==> config.mk <==
export PLATFORM = sky130hd
export DESIGN_NAME = hyst_fsm_array
export DESIGN_NICKNAME = d
export VERILOG_FILES = /design/src/rtl/hyst_fsm_array.sv
export SDC_FILE = /design/constraint.sdc
export NUM_CORES = 1
export LEC_CHECK = 0
export BUFFER_PORTS_ARGS = -buffer_cell sky130_fd_sc_hd__buf_2
export CAP_MARGIN = 20
export CORE_ASPECT_RATIO = 1.4
export CORE_MARGIN = 1.5
export CORE_UTILIZATION = 54
export DETAILED_ROUTE_END_ITERATION = 6
export PLACE_DENSITY = 0.93
export SLEW_MARGIN = 30
export SYNTH_ARGS = -nofsm -noshare
export SYNTH_HDL_FRONTEND = slang
export SYNTH_SLANG_ARGS = --single-unit
==> constraint.sdc <==
create_clock -name clk -period 4.1 [get_ports clk]
set_input_delay 0.205 -clock clk [delete_from_list [all_inputs] [get_ports clk]]
set_output_delay 0.205 -clock clk [all_outputs]
set_load 0.02 [all_outputs]
==> src/rtl/hyst_fsm_array.sv <==
`default_nettype none
// ============================================================================
// hyst_fsm_array : NCH saturating up/down state chains with hysteresis output z
// Optional per-channel z-rise event counter under HYST_FSM_EVTCNT_EN.  Rev 1.0
// ============================================================================
module hyst_fsm_array #(
   parameter int NCH    = 4,
   parameter int DEPTH  = 5,
   parameter int ON_TH  = 3,
   parameter int OFF_TH = 1,
   parameter int SW     = $clog2(DEPTH)
) (
   input  logic              clk,
   input  logic              aresetn,
   input  logic [NCH-1:0]    x,
   input  logic [NCH-1:0]    en,
   input  logic [NCH-1:0]    clr,
   output logic [NCH*SW-1:0] state,
   output logic [NCH*SW-1:0] next_state,
   output logic [NCH-1:0]    z,
   output logic              any_z
`ifdef HYST_FSM_EVTCNT_EN
   ,
   output logic [NCH*8-1:0]  evt_cnt
`endif
);

   if (DEPTH < 2) begin : g_bad_depth
      $error("hyst_fsm_array: DEPTH must be >= 2");
   end
   if (ON_TH < 1 || ON_TH > DEPTH-1) begin : g_bad_on_th
      $error("hyst_fsm_array: ON_TH must be in 1..DEPTH-1");
   end
   if (OFF_TH < 0 || OFF_TH > ON_TH) begin : g_bad_off_th
      $error("hyst_fsm_array: OFF_TH must be in 0..ON_TH");
   end
   if (NCH < 1) begin : g_bad_nch
      $error("hyst_fsm_array: NCH must be >= 1");
   end

   logic [NCH-1:0][SW-1:0] state_q, state_d;
   logic [NCH-1:0]         z_q, z_d;

   always_comb begin
      state_d = state_q;
      z_d     = z_q;
      for (int i = 0; i < NCH; i++) begin
         // Encodings at or above DEPTH are unreachable; recover them to 0.
         if (clr[i] || int'(state_q[i]) >= DEPTH) begin
            state_d[i] = '0;
         end else if (en[i]) begin
            if (x[i]) begin
               if (int'(state_q[i]) < DEPTH-1) state_d[i] = state_q[i] + 1'b1;
            end else if (state_q[i] != '0) begin
               state_d[i] = state_q[i] - 1'b1;
            end
         end

         if (clr[i])                            z_d[i] = 1'b0;
         else if (int'(state_d[i]) >= ON_TH)    z_d[i] = 1'b1;
         else if (int'(state_d[i]) <  OFF_TH)   z_d[i] = 1'b0;
      end
   end

   always_ff @(posedge clk or negedge aresetn) begin
      if (!aresetn) begin
         state_q <= '0;
         z_q     <= '0;
      end else begin
         state_q <= state_d;
         z_q     <= z_d;
      end
   end

   assign state      = state_q;
   assign next_state = state_d;
   assign z          = z_q;
   assign any_z      = |z_q;

`ifdef HYST_FSM_EVTCNT_EN
   logic [NCH-1:0][7:0] evt_q, evt_d;
   logic [NCH-1:0]      z_prev_q;

   // Rise is detected on the registered z, so the count lags z by one cycle.
   always_comb begin
      evt_d = evt_q;
      for (int i = 0; i < NCH; i++) begin
         if (clr[i])                                         evt_d[i] = '0;
         else if (z_q[i] && !z_prev_q[i] && evt_q[i] != 8'hFF) evt_d[i] = evt_q[i] + 8'd1;
      end
   end

   always_ff @(posedge clk or negedge aresetn) begin
      if (!aresetn) begin
         evt_q    <= '0;
         z_prev_q <= '0;
      end else begin
         evt_q    <= evt_d;
         z_prev_q <= z_q;
      end
   end

   assign evt_cnt = evt_q;
`endif

endmodule
`default_nettype wire

==> results of run 1 <==
==> flip-flops by register name (all words and copies together) (netlist names) <==
register / flops
z: 4
state: 12
==> cell type report <==
| cell class | instances | area, um^2 |
|---|---|---|
| multi-input cells | 110 | 802.0 |
| fillers | 181 | 659.4 |
| flip-flops and latches | 16 | 400.4 |
| repair buffers | 43 | 220.2 |
| inverters | 15 | 56.30 |
| clock buffers | 4 | 36.28 |
| well taps | 22 | 27.53 |
==> worst min-delay path by stage <==
stage            start  cells past startpoint  slack, ps       end
2_1_floorplan  aresetn                      0        -90  state[0]
3_3_place_gp   aresetn                      1        130  state[9]
3_5_place_dp   aresetn                      1        130  state[9]
4_1_cts         clr[3]                      2        130  state[9]
5_1_grt         clr[3]                      2        120  state[9]
6_report        clr[3]                      2        140  state[9]
==> synth_stat cells (2+ instances only) <==
master     instances  share of area
o31ai_1            2          0.012
inv_1             15          0.045
nand2b_1           5          0.025
o2111ai_1          2          0.014
maj3_1             2          0.016
dfrtp_1           16           0.32
o21ai_0            6          0.024
nand2_1           10          0.030
nor4_1             2         0.0099
nor3b_1            3          0.018
nand3_1            5          0.020
o21a_1             2          0.012
a21oi_1            7          0.028
ha_1              16           0.16
nor2_1            13          0.039
xnor2_1            3          0.021
a21o_1             3          0.018
a22oi_1            2          0.012
or3b_1             3          0.021
nor2b_1            3          0.015
==> per-stage QoR <==
step | hold slack [ps] | area, um^2 | util | power [uW] | cells
2_1_floorplan | -90.59 | 1262 | - | 452.8 | 142
4_1_cts | 129.4 | 1543 | 0.7006 | 665.0 | 210
5_1_grt | 119.9 | 1543 | 0.7006 | 715.0 | 210
3_3_place_gp | 129.6 | 1496 | 0.6795 | 543.1 | 205
6_report | 143.9 | 1543 | 0.7006 | 663.0 | 210
3_5_place_dp | 133.1 | 1496 | 0.6795 | 562.6 | 205
==> power by group <==
part	switching, uW	internal, uW
clock	47.5	53.9
sequential	38.9	185
combinational	204	133
total	291	372
==> cell families after synthesis <==
kind of cell    after synthesis
fa+ha+maj                    18
compound gates               36
flops                        16
xor+xnor                      3
buf+inv                      16
simple gates                 53
==> routing by layer <==
metal / vias to the layer above / track usage / share of wire
met2: 40 / 0.4916 / 0.58
met1: 604 / 0.2595 / 0.36
met3: 10 / 0.03625 / 0.036
li1: 600 / - / -
met5: - / 0 / 0
met4: 0 / 0.1039 / 0.023
==> impl_metrics.py, run 1 <==
metrics = {
    "run_status": {
        "outcome": "finished, final reports clean",
    },
    "clock_tree": {
        "path_clk_slew_ps": 90,
        "h-tree-depth": 1,
        "post_cts_resized": 0,
        "holdBufCountCts": 1,
        "number_of_buffers_on_the_longest_clock_path": 2,
        "cts-buffers-inserted": 3,
        "clock_tree_from_tritoncts": "yes",
        "worst_skew_pair.late_latency_ps": 280,
        "ctsRootBufferMaster": "clkbuf_4",
        "postCtsSetupRepairBufs": 0,
        "cts.sinks": 16,
    },
    "critical_path": {
        "worst_ep_arrival_time_ps": 2400,
        "path_cells": "inv_1, ha_1, or3b_4, and4_4, a2111oi_2, buf_2",
        "critPathSlowestCell": "a2111oi_2",
        "worst-endpoint-required_ps": 3890,
        "worstRegToRegCells": 7,
        "path_delay_family": "simple AND/OR/NAND/NOR gates",
        "cp_slowest_stage_delay_ps": 480,
        "cp-end-kind": "output port",
        "endpoint": "next_state[9]",
        "start_kind": "register",
        "timing.critical_path.from": "state[10]",
        "timing.critical_path.depth": 6,
        "timing.setup.critical_path_class": "register to output port",
        "reg2reg_slack_ps": 1900,
        "worstPathMaxFanout": 8,
        "crit_buf_inv": 2,
        "timing.rr.end": "z[3]",
        "reg2reg_from": "state[10]",
    },
    "floorplan": {
        "die_h_um": 60.21,
        "die_footprint_um2": 2641,
        "die_w_um": 43.87,
        "initial_core_util": 0.5733,
        "top_level_ports": 43,
        "core_region_area_um2": 2202,
        "row_count": 20,
    },
    "logic_synthesis": {
        "synth_nets": 172,
        "post_synth_instance_area_um2": 1262,
        "synth-edff-count": 0,
        "synthesis.yosys.warnings": 0,
        "synth_cell_type_count": 42,
        "synth_adder_area_share": 0.1744,
        "ys_ff_latch": 16,
        "synthCells": 142,
        "synth_top_family_by_area": "simple AND/OR/NAND/NOR gates",
        "async_reset_ff_frac": 1.000,
        "synth_compound_gate_area_share": 0.2022,
        "syn_area_per_cell_um2": 8.891,
        "proportion_of_synthesized_chip_area_in_sequential_cells": 0.3171,
        "yosys_most_used_dff": "dfrtp_1",
        "synth_xor_area_frac": 0.02081,
        "basic_gate_share_of_the_synthesized_area_counting_and_or_nand_and_nor_cells": 0.2379,
        "yosys-mux-area-fraction": 0,
    },
    "detailed_routing": {
        "routed_wl_um": 3053,
        "routed_via_density": 5.971,
        "antenna_left": 0,
        "wl_per_cell_um": 14.54,
        "drc_errors": 0,
        "vias": 1254,
        "drtIter0Drc": 23,
        "detail_route.first_pass.iterations": 4,
    },
    "cells_and_area": {
        "drive_above_1_share": 0.2606,
        "antenna_cells": 0,
        "syn2layout_area_growth_pct": 22.20,
        "layout.cells.most_common": "buf_2",
        "most-common-layout-cells": "buf_2, ha_1, dfrtp_1, inv_1, nor2_1",
        "nNetsFinal": 219,
    },
    "sta": {
        "setup_viol": 0,
        "max_slew_headroom": 0.5285,
        "clock-skew-final_ps": 5.088,
        "fin_crit_ps": 2606,
        "setup_repair_after_global_routing_missed_its_margin": "no",
        "setup_total_negative_slack_ps": 0,
        "worst_slack_ps": 1494,
        "report.final.hold_viol_count": 0,
        "timing_max_transition_violations_final": 0,
        "worst_slew_pin_slew_ps": 700.8,
        "timing.fmax_mhz": 383.7,
        "timing.final.crit_share": 0.6356,
    },
    "grt": {
        "first_global_vias": 1181,
        "antenna_found_initial": 0,
        "gr-total-overflow": 0,
        "grt_pass1_wl_um": 5009,
        "grtUsageTotal": 0.2526,
        "grt_start_max_net_pins": 17,
    },
    "placed_design": {
        "final_gp_congestion": 0.8150,
        "port-buffer-count": 42,
        "dp_hpwl_um": 2497,
        "worst_slack_after_detailed_placement_ps": 1823,
    },
    "job": {
        "max_cap_violations": 0,
    },
    "power_and_ir_drop": {
        "irDropWorstVdd_mv": 0.3358,
        "powerDensity_nw_per_um2": 429.7,
        "p_leak_uw": 0.0008293,
    },
    "hold_path": {
        "holdCritPathClass": "input port to register",
    },
}
No activity file was read; power rests on OpenSTA's default activity.
==> run 2, diff against run 1 <==
CORE_UTILIZATION = 50   (was 54)
PLACE_DENSITY = 0.88   (was 0.93)
clock period = 2.7 ns   (was 4.1 ns; I/O delays follow)
==> run 2 against run 1 <==
Effect of this change: die area increased by 7.5%; largest power group unchanged; non-clock buffer count unchanged; critical endpoint unchanged; sequential share of layout area about the same; count of clock-buffer cells in the layout decreased by 1; critical path depth unchanged; core utilization decreased by 5.5 points; design area about the same.
==> impl_metrics.py, run 2 (synthesis results as in run 1) <==
metrics = {
    "critical_path": {
        "worstPathMaxFanout": 8,
        "cp-end-kind": "output port",
        "worstRegToRegCells": 7,
        "timing.rr.end": "z[3]",
        "worst-endpoint-required_ps": 2570,
        "reg2reg_slack_ps": 480,
        "timing.critical_path.from": "state[10]",
        "worst_ep_arrival_time_ps": 2410,
        "timing.setup.critical_path_class": "register to output port",
        "reg2reg_from": "state[10]",
        "start_kind": "register",
        "endpoint": "next_state[9]",
    },
    "placed_design": {
        "post_placement_cell_area_um2": 1511,
        "dp_hpwl_um": 2308,
        "port-buffer-count": 42,
        "final_gp_congestion": 0.8709,
    },
    "floorplan": {
        "die_h_um": 62.46,
        "row_count": 21,
        "top_level_ports": 43,
        "core_region_area_um2": 2391,
        "initial_core_util": 0.5280,
        "die_footprint_um2": 2840,
        "die_w_um": 45.47,
    },
    "hold_path": {
        "holdCritPathClass": "input port to register",
    },
    "sta": {
        "setup_total_negative_slack_ps": 0,
        "setup_viol": 0,
        "setup_repair_after_global_routing_missed_its_margin": "no",
        "clock-skew-final_ps": 0.8290,
        "report.final.hold_viol_count": 0,
        "worst_slew_pin_slew_ps": 667.5,
        "hold_ws_ps": 78.92,
        "timing.fmax_mhz": 393.6,
        "fin_crit_ps": 2541,
        "timing.final.crit_share": 0.9411,
        "timing_max_transition_violations_final": 0,
        "max_slew_headroom": 0.5509,
    },
    "cells_and_area": {
        "layout.cells.most_common": "buf_2",
        "layout.core_utilization": 0.6457,
        "n_fill_cell": 200,
        "most-common-layout-cells": "buf_2, ha_1, dfrtp_1, inv_1, nor2_1",
        "drive_above_1_share": 0.2567,
        "antenna_cells": 0,
        "stdcell_area_um2": 1544,
        "nNetsFinal": 219,
        "largest_register_ffs": 12,
        "syn2layout_area_growth_pct": 22.30,
    },
    "power_and_ir_drop": {
        "powerDensity_nw_per_um2": 621.2,
        "p_leak_uw": 0.0008221,
        "pwr-share-seq": 0.355,
        "irDropWorstVdd_mv": 0.5775,
        "power.share.combinational": 0.526,
        "power_switching_uw": 425.2,
        "post-layout-total-power_uw": 959.1,
        "intPower_uw": 533.9,
        "switching_share_of_power": 0.4434,
        "pwr-share-clk": 0.119,
    },
    "grt": {
        "antenna_found_initial": 0,
        "first_global_vias": 1149,
        "gr-total-overflow": 0,
        "grt_pass1_wl_um": 4740,
        "grtUsageTotal": 0.2124,
        "grt_start_max_net_pins": 17,
    },
    "clock_tree": {
        "worst_skew_pair.late_latency_ps": 260,
        "cts.sinks": 16,
        "path_clk_slew_ps": 80,
        "h-tree-depth": 1,
        "post_cts_resized": 0,
        "number_of_buffers_on_the_longest_clock_path": 2,
        "cts-buffers-inserted": 3,
        "clock_tree_from_tritoncts": "yes",
        "ctsRootBufferMaster": "clkbuf_4",
    },
    "detailed_routing": {
        "wl_per_cell_um": 12.80,
        "drtIter0Drc": 28,
        "vias": 1216,
        "routed_via_density": 5.502,
        "drc_errors": 0,
        "routed_wl_um": 2829,
        "detail_route.first_pass.iterations": 4,
        "antenna_left": 0,
    },
    "job": {
        "max_cap_violations": 0,
    },
    "run_status": {
        "outcome": "finished, final reports clean",
    },
}
-- run 2: worst min path at each step --
stage	startpoint	endpoint	slack, ps	depth (start not counted)
after global placement	aresetn	state[9]	60	1
after global routing	clr[3]	state[9]	60	2
after detailed placement	aresetn	z[3]	60	1
after floorplan	aresetn	state[0]	-160	0
after CTS	clr[3]	state[9]	70	2
final	clr[3]	state[9]	80	2
-- run 2: through the flow --
stage          setup slack [ps]  instances
6_report                  159.1        221
5_1_grt                   31.49        221
4_1_cts                   152.0        221
3_5_place_dp              465.7        217
3_3_place_gp              626.9        217
2_1_floorplan             282.9        142
-- run 2: power by group through the flow --
stage | Combinational (uW) | Clock, uW | Sequential, uW
3_3_place_gp | 484 | 0 | 341
5_1_grt | 559 | 130 | 350
2_1_floorplan | 307 | 0 | 381
4_1_cts | 504 | 119 | 341
6_report | 504 | 114 | 341
3_5_place_dp | 501 | 0 | 345
-- run 2: cell type report --
type,count,area [um^2],share of cell area
Inverter,15,56.30,0.03647
Timing Repair Buffer,43,220.2,0.1426
Sequential cell,16,400.4,0.2593
Clock buffer,3,22.52,0.01459
Multi-Input combinational cell,110,802.0,0.5194
Tap cell,34,42.54,0.02755
-- run 2: critical path, stage by stage, from the launching register on --
cell	delay (ps)
dfrtp_1	470
inv_1	140
ha_1	180
or3b_4	390
and4_4	190
a2111oi_2	500
buf_2	260
-- run 2: layer usage --
metal	up-vias	global-route usage	part of all wire
li1	598	-	-
met1	578	0.2338	0.40
met2	34	0.4014	0.55
met3	6	0.03757	0.033
met4	0	0.03309	0.015
met5	-	0	0
-- run 2: repair_timing --
action | CTS | global route
endpoints found under the hold margin | 16 | 0
buffers inserted | 0 | 0
endpoints found under the setup margin | 0 | 0
hold buffers | 1 | 0
==> run 3, diff against run 2 <==
ABC_AREA = 1   (was default)
PLACE_DENSITY = 0.87   (was 0.88)
==> run 3 against run 2 <==
Effect of this change: core utilization up 0.90 points; count of clock-buffer cells in the layout increased by 1; wire length is 4.3% higher; synthesized cell count increased by 27%; via count rose by 7.8%; largest cell class unchanged; largest power group unchanged; highest routed layer unchanged.
==> impl_metrics.py, run 3 <==
metrics = {
    "run_status": {
        "outcome": "finished, final reports clean",
    },
    "critical_path": {
        "path_cells": "inv_1, ha_1, a21boi_0, o21ai_0, nand2_1, nand2_1, inv_1, buf_2",
        "critPathSlowestCell": "dfrtp_1",
        "start_kind": "register",
        "worst_ep_arrival_time_ps": 1920,
        "worst-endpoint-required_ps": 2570,
        "timing.setup.critical_path_class": "register to output port",
        "worstPathMaxFanout": 6,
        "cp_slowest_stage_delay_ps": 450,
        "cp-end-kind": "output port",
    },
    "sta": {
        "setup_viol": 0,
        "timing.fmax_mhz": 487.4,
        "worst_slew_pin_slew_ps": 370.5,
        "setup_repair_after_global_routing_missed_its_margin": "no",
        "clock-skew-final_ps": 0.9734,
        "timing_max_transition_violations_final": 0,
        "timing.final.crit_share": 0.7599,
        "setup_total_negative_slack_ps": 0,
        "fin_crit_ps": 2052,
        "max_slew_headroom": 0.7530,
        "hold_ws_ps": 98.75,
        "report.final.hold_viol_count": 0,
    },
    "clock_tree": {
        "number_of_buffers_on_the_longest_clock_path": 2,
        "clock_tree_from_tritoncts": "yes",
        "worst_skew_pair.late_latency_ps": 290,
        "ctsRootBufferMaster": "clkbuf_4",
        "cts-buffers-inserted": 3,
        "path_clk_slew_ps": 90,
        "cts.sinks": 16,
        "h-tree-depth": 1,
    },
    "power_and_ir_drop": {
        "switching_share_of_power": 0.4437,
        "powerDensity_nw_per_um2": 573.7,
        "pwr-share-seq": 0.349,
        "power_switching_uw": 402.9,
        "irDropWorstVdd_mv": 0.4012,
        "power.share.combinational": 0.475,
        "p_leak_uw": 0.0009838,
        "pwr-share-clk": 0.176,
        "intPower_uw": 505.2,
    },
    "cells_and_area": {
        "syn2layout_area_growth_pct": 23.29,
        "antenna_cells": 0,
        "nNetsFinal": 258,
        "layout.core_utilization": 0.6548,
        "drive_above_1_share": 0.2599,
        "most-common-layout-cells": "nand2_1, buf_2, inv_1",
        "largest_register_ffs": 12,
        "layout.cells.most_common": "nand2_1",
    },
    "logic_synthesis": {
        "synthCells": 180,
        "synthesis.yosys.warnings": 0,
        "synth.area.top_cells": "dfrtp_1, ha_1, nand2_1",
        "synth_cell_type_count": 22,
        "ys_ff_latch": 16,
        "async_reset_ff_frac": 1.000,
        "most_frequent_cell_after_synthesis": "nand2_1",
        "syn_area_per_cell_um2": 7.132,
        "yosys.area.top_type": "dfrtp_1",
        "synth_nets": 210,
        "proportion_of_synthesized_chip_area_in_sequential_cells": 0.3119,
        "post_synth_instance_area_um2": 1284,
        "yosys_most_used_dff": "dfrtp_1",
        "yosysTopAreaCellShare": 0.3119,
        "synth-edff-count": 0,
        "netlist_top_cells_count": "nand2_1, inv_1, dfrtp_1, ha_1, nand3_1",
    },
    "floorplan": {
        "initial_core_util": 0.5311,
        "top_level_ports": 43,
        "die_h_um": 62.96,
        "die_w_um": 45.83,
        "die_footprint_um2": 2885,
        "row_count": 21,
        "core_region_area_um2": 2417,
    },
    "hold_path": {
        "holdCritPathClass": "input port to register",
    },
    "detailed_routing": {
        "wl_per_cell_um": 11.31,
        "antenna_left": 0,
        "drtIter0Drc": 30,
        "routed_via_density": 5.023,
        "vias": 1311,
        "detail_route.first_pass.iterations": 6,
        "drc_errors": 0,
        "routed_wl_um": 2952,
    },
    "placed_design": {
        "dp_hpwl_um": 2309,
        "port-buffer-count": 42,
        "final_gp_congestion": 0.9168,
    },
    "grt": {
        "grtUsageTotal": 0.2329,
        "gr-total-overflow": 0,
        "grt_start_max_net_pins": 17,
        "first_global_vias": 1273,
        "grt_pass1_wl_um": 5140,
        "antenna_found_initial": 0,
    },
    "job": {
        "max_cap_violations": 0,
    },
}
run 3: changes by cell type after synthesis, moves of 4 or more:
cell and delta:
inv_1 +12, inv_2 +4, nand2_1 +41, nand2b_1 -5
nand3_1 +11, nand3_2 +5, nand4_1 +4
run 3: final timing paths:
kind / startpoint / end / slack (ps) / cells after the start
max: state[6] / next_state[7] / 650 / 8
min: en[3] / state[10] / 100 / 2
max reg2reg: state[6] / z[2] / 1090 / 9
min reg2reg: z[3] / z[3] / 530 / 2
max in group asynchronous: aresetn / state[8] / 2140 / 2
min in group asynchronous: aresetn / z[1] / 300 / 2
run 3: critical path: cells and delay by family, from the launching register on:
| kind | cells | cell delay [ps] |
|---|---|---|
| simple gates | 2 | 140 |
| buf+inv | 3 | 350 |
| compound gates | 2 | 350 |
| flops | 1 | 450 |
| fa+ha+maj | 1 | 330 |
run 3: kinds of logic (layout without fill, tap and decap cells):
| group | count (synthesis) | in the layout | synth area share |
|---|---|---|---|
| AOI/OAI and AO/OA | 20 | 20 | 0.08968 |
| xor gates and xnor gates | 1 | 1 | 0.006824 |
| adders and majority gates | 16 | 16 | 0.1559 |
| buffers and inverters | 31 | 78 | 0.09064 |
| DFF | 16 | 16 | 0.3119 |
| and+or+nand+nor | 96 | 96 | 0.3450 |
run 3: metrics by stage:
| stage | power [uW] | worst slack (ps) | instances | instance area (um^2) |
|---|---|---|---|---|
| final | 908.1 | 648.4 | 261 | 1583 |
| after global routing | 974.2 | 485.8 | 261 | 1583 |
| after global placement | 735.4 | 1074 | 256 | 1536 |
| after floorplan | 612.4 | 972.9 | 180 | 1284 |
| after detailed placement | 745.9 | 1056 | 256 | 1536 |
| after CTS | 908.0 | 667.7 | 261 | 1583 |
run 3: cell type report:
class / instances / area [um^2]
fill: 242 / 834.6
multi-input combinational: 133 / 767.0
sequential: 16 / 400.4
timing repair buffer: 43 / 220.2
inverter: 31 / 116.4
tap: 34 / 42.54
clock buffer: 4 / 36.28
run 3: per-layer routing:
layer  GRT usage  wire length (um)  share of wire  vias to the layer above
met2      0.3926              1538           0.52                       52
met3     0.05202               155          0.053                        3
met1      0.2744              1236           0.42                      588
met5           0                 0              0                        -
met4     0.08929                21         0.0071                        0
li1            -                 -              -                      668
run 3: repair_timing:
item,CTS,global route
setup buffers,0,0
hold buffers,1,0
gates resized for setup,0,0
endpoints found under the hold margin,16,0
run 3: power groups by stage:
stage | Clock [uW] | Combinational, uW | Sequential [uW]
floorplan | 0 | 255 | 358
global placement | 0 | 417 | 319
detailed placement | 0 | 426 | 320
CTS | 162 | 430 | 316
global route | 168 | 483 | 323
finish | 160 | 431 | 317
